### config.mk
export PLATFORM = sky130hd
export DESIGN_NAME = mmio_bridge
export DESIGN_NICKNAME = d
export VERILOG_FILES = /design/src/rtl/mmio_bridge_pkg.sv /design/src/rtl/mmio_bridge_sync_fifo.sv /design/src/rtl/mmio_bridge.sv
export SDC_FILE = /design/constraint.sdc
export NUM_CORES = 1
export LEC_CHECK = 0
export ABC_AREA = 1
export BUFFER_PORTS_ARGS = -buffer_cell sky130_fd_sc_hd__clkbuf_2
export CAP_MARGIN = 15
export CORE_UTILIZATION = 40
export CTS_CLUSTER_DIAMETER = 100
export DETAILED_ROUTE_END_ITERATION = 8
export GPL_TIMING_DRIVEN = 0
export MAX_ROUTING_LAYER = met4
export PLACE_DENSITY_LB_ADDON = 0.15
export SYNTH_ARGS = -nofsm -noshare
export SYNTH_HDL_FRONTEND = slang
export SYNTH_HIERARCHICAL = 1
export SYNTH_SLANG_ARGS = --single-unit
### constraint.sdc
create_clock -name clk_in -period 2.65 [get_ports clk_in]
set_input_delay 0.1325 -clock clk_in [delete_from_list [all_inputs] [get_ports clk_in]]
set_output_delay 0.1325 -clock clk_in [all_outputs]
set_load 0.01 [all_outputs]
### src/rtl/mmio_bridge_pkg.sv
// Shared constants and types for the cpu MMIO bridge: address map, RAM width, read-source select.
package mmio_bridge_pkg;

   localparam logic [31:0] IO_BASE = 32'h0003_0000;
   localparam logic [1:0]  IO_UART = 2'b00;
   localparam logic [2:0]  IO_CLK  = 3'b100;
   localparam int          RAM_AW  = 17;

   typedef enum logic {
      SEL_RAM = 1'b0,
      SEL_IO  = 1'b1
   } sel_e;

   // Byte k of a 32-bit dword, little-endian.
   function automatic logic [7:0] cnt_byte(input logic [31:0] v, input logic [1:0] k);
      return v[{k, 3'b000} +: 8];
   endfunction

endpackage

### src/rtl/mmio_bridge_sync_fifo.sv
// Single-clock FIFO; a push into a full FIFO is accepted when a pop happens in the same cycle.
module sync_fifo #(
   parameter int W     = 8,
   parameter int DEPTH = 8
) (
   input  logic                       clk_in,
   input  logic                       rst_in,
   input  logic                       push_i,
   input  logic [W-1:0]               wdata_i,
   input  logic                       pop_i,
   output logic [W-1:0]               rdata_o,
   output logic [$clog2(DEPTH):0]     count_o,
   output logic [$clog2(DEPTH):0]     count_nxt_o,
   output logic                       full_o,
   output logic                       empty_o
);
   localparam int AW = $clog2(DEPTH);

   logic [DEPTH-1:0][W-1:0] mem_q;
   logic [AW-1:0]           wr_ptr_q, rd_ptr_q;
   logic [AW:0]             count_q, count_d;
   logic                    do_push, do_pop;

   assign empty_o     = (count_q == '0);
   assign full_o      = (count_q == (AW+1)'(DEPTH));
   assign do_pop      = pop_i & ~empty_o;
   assign do_push     = push_i & (~full_o | do_pop);
   assign rdata_o     = mem_q[rd_ptr_q];
   assign count_o     = count_q;
   assign count_nxt_o = count_d;

   always_comb begin
      count_d = count_q;
      case ({do_push, do_pop})
         2'b10:   count_d = count_q + 1'b1;
         2'b01:   count_d = count_q - 1'b1;
         default: ;
      endcase
   end

   always_ff @(posedge clk_in or negedge rst_in) begin
      if (!rst_in) begin
         wr_ptr_q <= '0;
         rd_ptr_q <= '0;
         count_q  <= '0;
      end else begin
         if (do_push) wr_ptr_q <= wr_ptr_q + 1'b1;
         if (do_pop)  rd_ptr_q <= rd_ptr_q + 1'b1;
         count_q <= count_d;
      end
   end

   // Storage needs no reset: empty_o masks stale entries.
   always_ff @(posedge clk_in) begin
      if (do_push) mem_q[wr_ptr_q] <= wdata_i;
   end

endmodule

### src/rtl/mmio_bridge.sv
// CPU byte-bus decoder: RAM vs I/O window, UART TX FIFO / RX pop, cycle counter, program stop.
module mmio_bridge
   import mmio_bridge_pkg::*;
#(
   parameter int TX_DEPTH    = 8,
   parameter int FULL_MARGIN = 2
) (
   input  logic              clk_in,
   input  logic              rst_in,
   input  logic              rdy_in,
   input  logic [31:0]       cpu_a,
   input  logic              cpu_wr,
   input  logic [7:0]        cpu_wdata,
   output logic [7:0]        cpu_rdata,
   output logic              io_buffer_full,
   output logic              ram_en,
   output logic              ram_wr,
   output logic [RAM_AW-1:0] ram_a,
   output logic [7:0]        ram_wdata,
   input  logic [7:0]        ram_rdata,
   input  logic              rx_valid,
   input  logic [7:0]        rx_data,
   output logic              rx_pop,
   output logic              tx_valid,
   output logic [7:0]        tx_data,
   input  logic              tx_ready,
   output logic              program_stop
);
   localparam int CW = $clog2(TX_DEPTH) + 1;

   logic          io, rd_req, wr_req, uart_hit, clk_hit, clk0_hit;
   logic          push_en, stop_set, tx_pop, fifo_empty;
   logic [7:0]    push_data, io_rdata_d, io_rdata_q;
   logic [31:0]   cnt_q, cnt_snap_q;
   logic [CW-1:0] fifo_count, fifo_count_nxt;
   logic          stop_pending_q, program_stop_q, full_q;
   sel_e          sel_q;
   logic          unused_hi;

   assign unused_hi = ^cpu_a[31:18];

   assign io       = (cpu_a[17:16] == IO_BASE[17:16]);
   assign rd_req   = rdy_in & ~cpu_wr;
   assign wr_req   = rdy_in & cpu_wr;
   assign uart_hit = (cpu_a[15:3] == '0) && (cpu_a[2:0] == {1'b0, IO_UART});
   assign clk_hit  = (cpu_a[15:3] == '0) && (cpu_a[2] == IO_CLK[2]);
   assign clk0_hit = clk_hit && (cpu_a[1:0] == IO_CLK[1:0]);

   assign ram_en    = rdy_in & ~io;
   assign ram_wr    = ram_en & cpu_wr;
   assign ram_a     = cpu_a[RAM_AW-1:0];
   assign ram_wdata = cpu_wdata;
   assign rx_pop    = rd_req & io & uart_hit & rx_valid;

   // A zero byte to the UART is a no-op; the stop write queues a 0x00 marker instead.
   always_comb begin
      push_en   = 1'b0;
      push_data = 8'h00;
      stop_set  = 1'b0;
      if (wr_req && io) begin
         if (uart_hit && cpu_wdata != 8'h00) begin
            push_en   = 1'b1;
            push_data = cpu_wdata;
         end else if (clk0_hit) begin
            push_en  = 1'b1;
            stop_set = 1'b1;
         end
      end
   end

   // Offset 4 returns the live counter low byte while the snapshot captures the whole dword.
   always_comb begin
      io_rdata_d = 8'h00;
      if (io) begin
         if (uart_hit)
            io_rdata_d = rx_valid ? rx_data : 8'h00;
         else if (clk0_hit)
            io_rdata_d = cnt_q[7:0];
         else if (clk_hit)
            io_rdata_d = cnt_byte(cnt_snap_q, cpu_a[1:0]);
      end
   end

   assign tx_pop = tx_valid & tx_ready;

   sync_fifo #(.W(8), .DEPTH(TX_DEPTH)) u_fifo (
      .clk_in      (clk_in),
      .rst_in      (rst_in),
      .push_i      (push_en),
      .wdata_i     (push_data),
      .pop_i       (tx_pop),
      .rdata_o     (tx_data),
      .count_o     (fifo_count),
      .count_nxt_o (fifo_count_nxt),
      .full_o      (),
      .empty_o     (fifo_empty)
   );

   assign tx_valid       = ~fifo_empty;
   assign io_buffer_full = full_q;
   assign program_stop   = program_stop_q;
   assign cpu_rdata      = (sel_q == SEL_RAM) ? ram_rdata : io_rdata_q;

   always_ff @(posedge clk_in or negedge rst_in) begin
      if (!rst_in) begin
         cnt_q          <= '0;
         cnt_snap_q     <= '0;
         sel_q          <= SEL_RAM;
         io_rdata_q     <= '0;
         stop_pending_q <= 1'b0;
         program_stop_q <= 1'b0;
         full_q         <= 1'b0;
      end else begin
         cnt_q <= cnt_q + 32'd1;
         if (rd_req) begin
            sel_q      <= io ? SEL_IO : SEL_RAM;
            io_rdata_q <= io_rdata_d;
            if (io && clk0_hit) cnt_snap_q <= cnt_q;
         end
         if (stop_set) stop_pending_q <= 1'b1;
         if (stop_pending_q && fifo_empty) program_stop_q <= 1'b1;
         // Registered from next count so the flag tracks the FIFO count in the same cycle.
         full_q <= (fifo_count_nxt >= CW'(TX_DEPTH - FULL_MARGIN));
      end
   end

endmodule
==> impl_metrics.yaml <==
cts:
  cts-root-buf: "clkbuf_16"
  cts_max_path_buffers: 2
  tritoncts: "done"
  htreeDepth: 4
  worst_skew_pair.late_latency_ps: 420
  cts_setup_buffers: 0
  cts_buffers: 17
  clock-sinks: 147
  clk_pin_slew_worst_paths_ps: 60
power:
  p_comb_share_pct: 4.5
  switching_share_pct: 22.9
  p_int_mw: 3.88
  p_per_area_nw_per_um2: 580
  power_mw: 5.03
  p_sw_mw: 1.15
  peakVddDrop_v: 0.000499
  p_seq_share_pct: 47.0
  total_leakage_power_nw: 4.00
  clockPowerShare_pct: 48.5
grt:
  grt_pass1_vias: 5374
  antenna_found_initial: 0
  overflow: 0
  grt_pass1_wl_um: 27500
  grt_max_degree: 45
  grtUsageTotal_pct: 20.1
floorplanning:
  die_x_um: 137
  core_area_um2: 17900
  start_util_pct: 40.7
  io_pins: 109
  die_area_um2: 18800
  row_count: 49
  die_h_um: 137
timing:
  rsz0062_at_grt: "false"
  min_period_over_period_pct: 89.2
  setup_viol: 0
  drv_slew: 0
  max_freq_ghz: 0.423
  hold_viol_final: 0
  fin_ws_ps: 287
  skew_ps: 5.49
  slew-limit-headroom_pct: 45.3
  finalCriticalPeriod_ps: 2360
  worst_slew_pin_slew_ps: 817
  finalSetupTns_ps: 0
route:
  first_iter_violations: 339
  via_per_inst: 4.76
  drc: 0
  wl_met3_um: 418
  vias: 5586
  ant_nets: 0
  top_layer: "met4"
  firstDrtPassIters: 6
  met1_length_um: 7770
  post_drt_wl_per_cell_um: 14.5
  routed_wl_um: 17000
  dr_wl_met2_um: 8520
finish:
  antenna_cells: 0
  drive_gt1_share_pct: 20.7
  nets: 1000
  fin_util_pct: 48.5
  syn_to_final_growth_pct: 19.1
setup_path:
  worstSetupPathType: "in -> reg"
  slowest_stage: "o2111ai_2"
  cp_max_fo: 9
  cpPeakStageDelay_ps: 270
  worstPathRequired_ps: 3020
  arrival_ps: 2730
  worst_r2r_path_depth: 16
  path_cells: "clkbuf_2, nor2_1, nand2_1, nor2_4, nand3_4, clkinv_2, o2111ai_2, nand2_1, nand2_4, ha_1, nand2_1, inv_1, nor2_1, ha_1, a21oi_1, or2_0, a31oi_1, a21o_1"
  cpMostUsedCell: "nand2_1"
  start_kind: "primary input"
  end_kind: "flip-flop"
yosys:
  synthSimpleGateAreaFrac_pct: 22.9
  synth_compound_area_share_pct: 8.17
  synth_area_per_cell_um2: 8.90
  synth_area_um2: 7290
  synth_xor_xnor_area_share_pct: 4.20
  ys_seq_area_share_pct: 54.8
  ys_ff_latch: 147
  synth_top_area_cell: "dfrtp_1"
  muxShareOfSynthArea_pct: 0
  yosys_warnings: 6
  synth_edf_count: 64
  ys_top_cells_by_count: "nand2_1 (200), nor2_1 (116), dfrtp_1 (83)"
  synth_cell_types: 40
  yosys.area_share.adder_pct: 1.03
  async_reset_ff_share_pct: 56.5
  synth.top_cell.area_share_pct: 28.5
  synthTopCellsByArea: "dfrtp_1 (28%), edfxtp_1 (26%), nand2_1 (10%)"
  netlist_instances: 819
  synth_ff_type: "dfrtp_1"
  synth_most_common_cell: "nand2_1"
  synth_top_family_by_area: "simple AND/OR/NAND/NOR gates"
  syn_nets: 887
worst_hold_path:
  min_path_cells: 3
  min_path_type: "in -> reg"
place:
  routabilityCongestion: 0.862
  port_buffers: 91
  place_hpwl_um: 12600
  dp_slack_ps: -196
status:
  status: "completed"
flow_run:
  cap_viol_max_count: 0
## what timing repair did
item,in CTS,in global routing
hold buffers,2,0
endpoints found under the hold margin,40,0
gates resized for setup,0,0
## cells in the final DEF (no fill, tap or decap), types with 5 or more instances in the layout
master	n
a21oi_1	8
o21ai_2	8
nand3_1	30
o21ai_0	36
clkbuf_2	91
nor2_1	116
clkbuf_1	8
buf_4	27
ha_1	6
buf_2	9
xor2_1	30
o21ai_1	44
xnor2_1	5
nand4_1	9
nand2_1	200
inv_1	78
clkbuf_16	17
edfxtp_1	64
nor3_1	17
dfrtp_1	83
clkinv_4	5
## final timing paths
kind                       slack (ps)              start        endpoint
setup / recovery                  290          cpu_a[10]  io_buffer_full
max in group asynchronous        1750             rst_in   io_rdata_q[0]
min in group asynchronous         270             rst_in       cnt_q[16]
setup reg to reg                  300  u_fifo/count_o[2]  io_buffer_full
hold reg to reg                   450     stop_pending_q  stop_pending_q
hold / removal                     30             cpu_wr           sel_q
## area by class of cell
type	instances	area (um2)
inverter	85	323
clock inverter	14	170
tap	229	287
timing repair buffer	94	505
sequential	147	4000
fill	1740	9220
clock buffer	18	429
buffer	48	324
multi-input combinational	539	2650
## layer usage
layer / GRT usage [%] / vias to the layer above
met5: - / -
met4: 6.17 / 0
met3: 3.81 / 16
met2: 32.9 / 63
met1: 25.2 / 2647
li1: - / 2860
## worst max-delay path: cells and delay by family
family	cells	cell delay, ps
compound gates	4	630
simple gates	9	1290
buf+inv	3	250
fa+ha+maj	2	410
## metrics by stage
step	std cells	instance area, um2	hold slack (ps)
floorplan	819	7290	-163
global placement	1139	8030	369
detailed placement	1140	8060	203
CTS	1174	8680	22.1
global route	1174	8680	39.3
finish	1174	8680	34.1
## power by group through the flow
stage | Sequential (mW) | Combinational [mW] | Clock [mW]
after floorplan | 2.41 | 0.111 | 0
after global placement | 2.41 | 0.223 | 0
after detailed placement | 2.41 | 0.228 | 0
after CTS | 2.36 | 0.231 | 2.48
after global routing | 2.36 | 0.258 | 2.57
final | 2.36 | 0.226 | 2.44
## logic make-up after synthesis
logic type / count (synthesis)
AO/OA/AOI/OAI: 107
flip-flops: 147
AND/OR/NAND/NOR: 391
XOR/XNOR: 35
adder cells (fa/ha/maj): 6
buffers and inverters: 133
## registers in the layout, summed over array words and instances, names as in the netlist, 3 cells and up
register and cells:
u_fifo/rd_ptr_q 3, cnt_q 32, u_fifo/wr_ptr_q 3, io_rdata_q 8, u_fifo/mem_q 64, cnt_snap_q 29, u_fifo/count_o 4
Power figures use the tool's default switching activity.
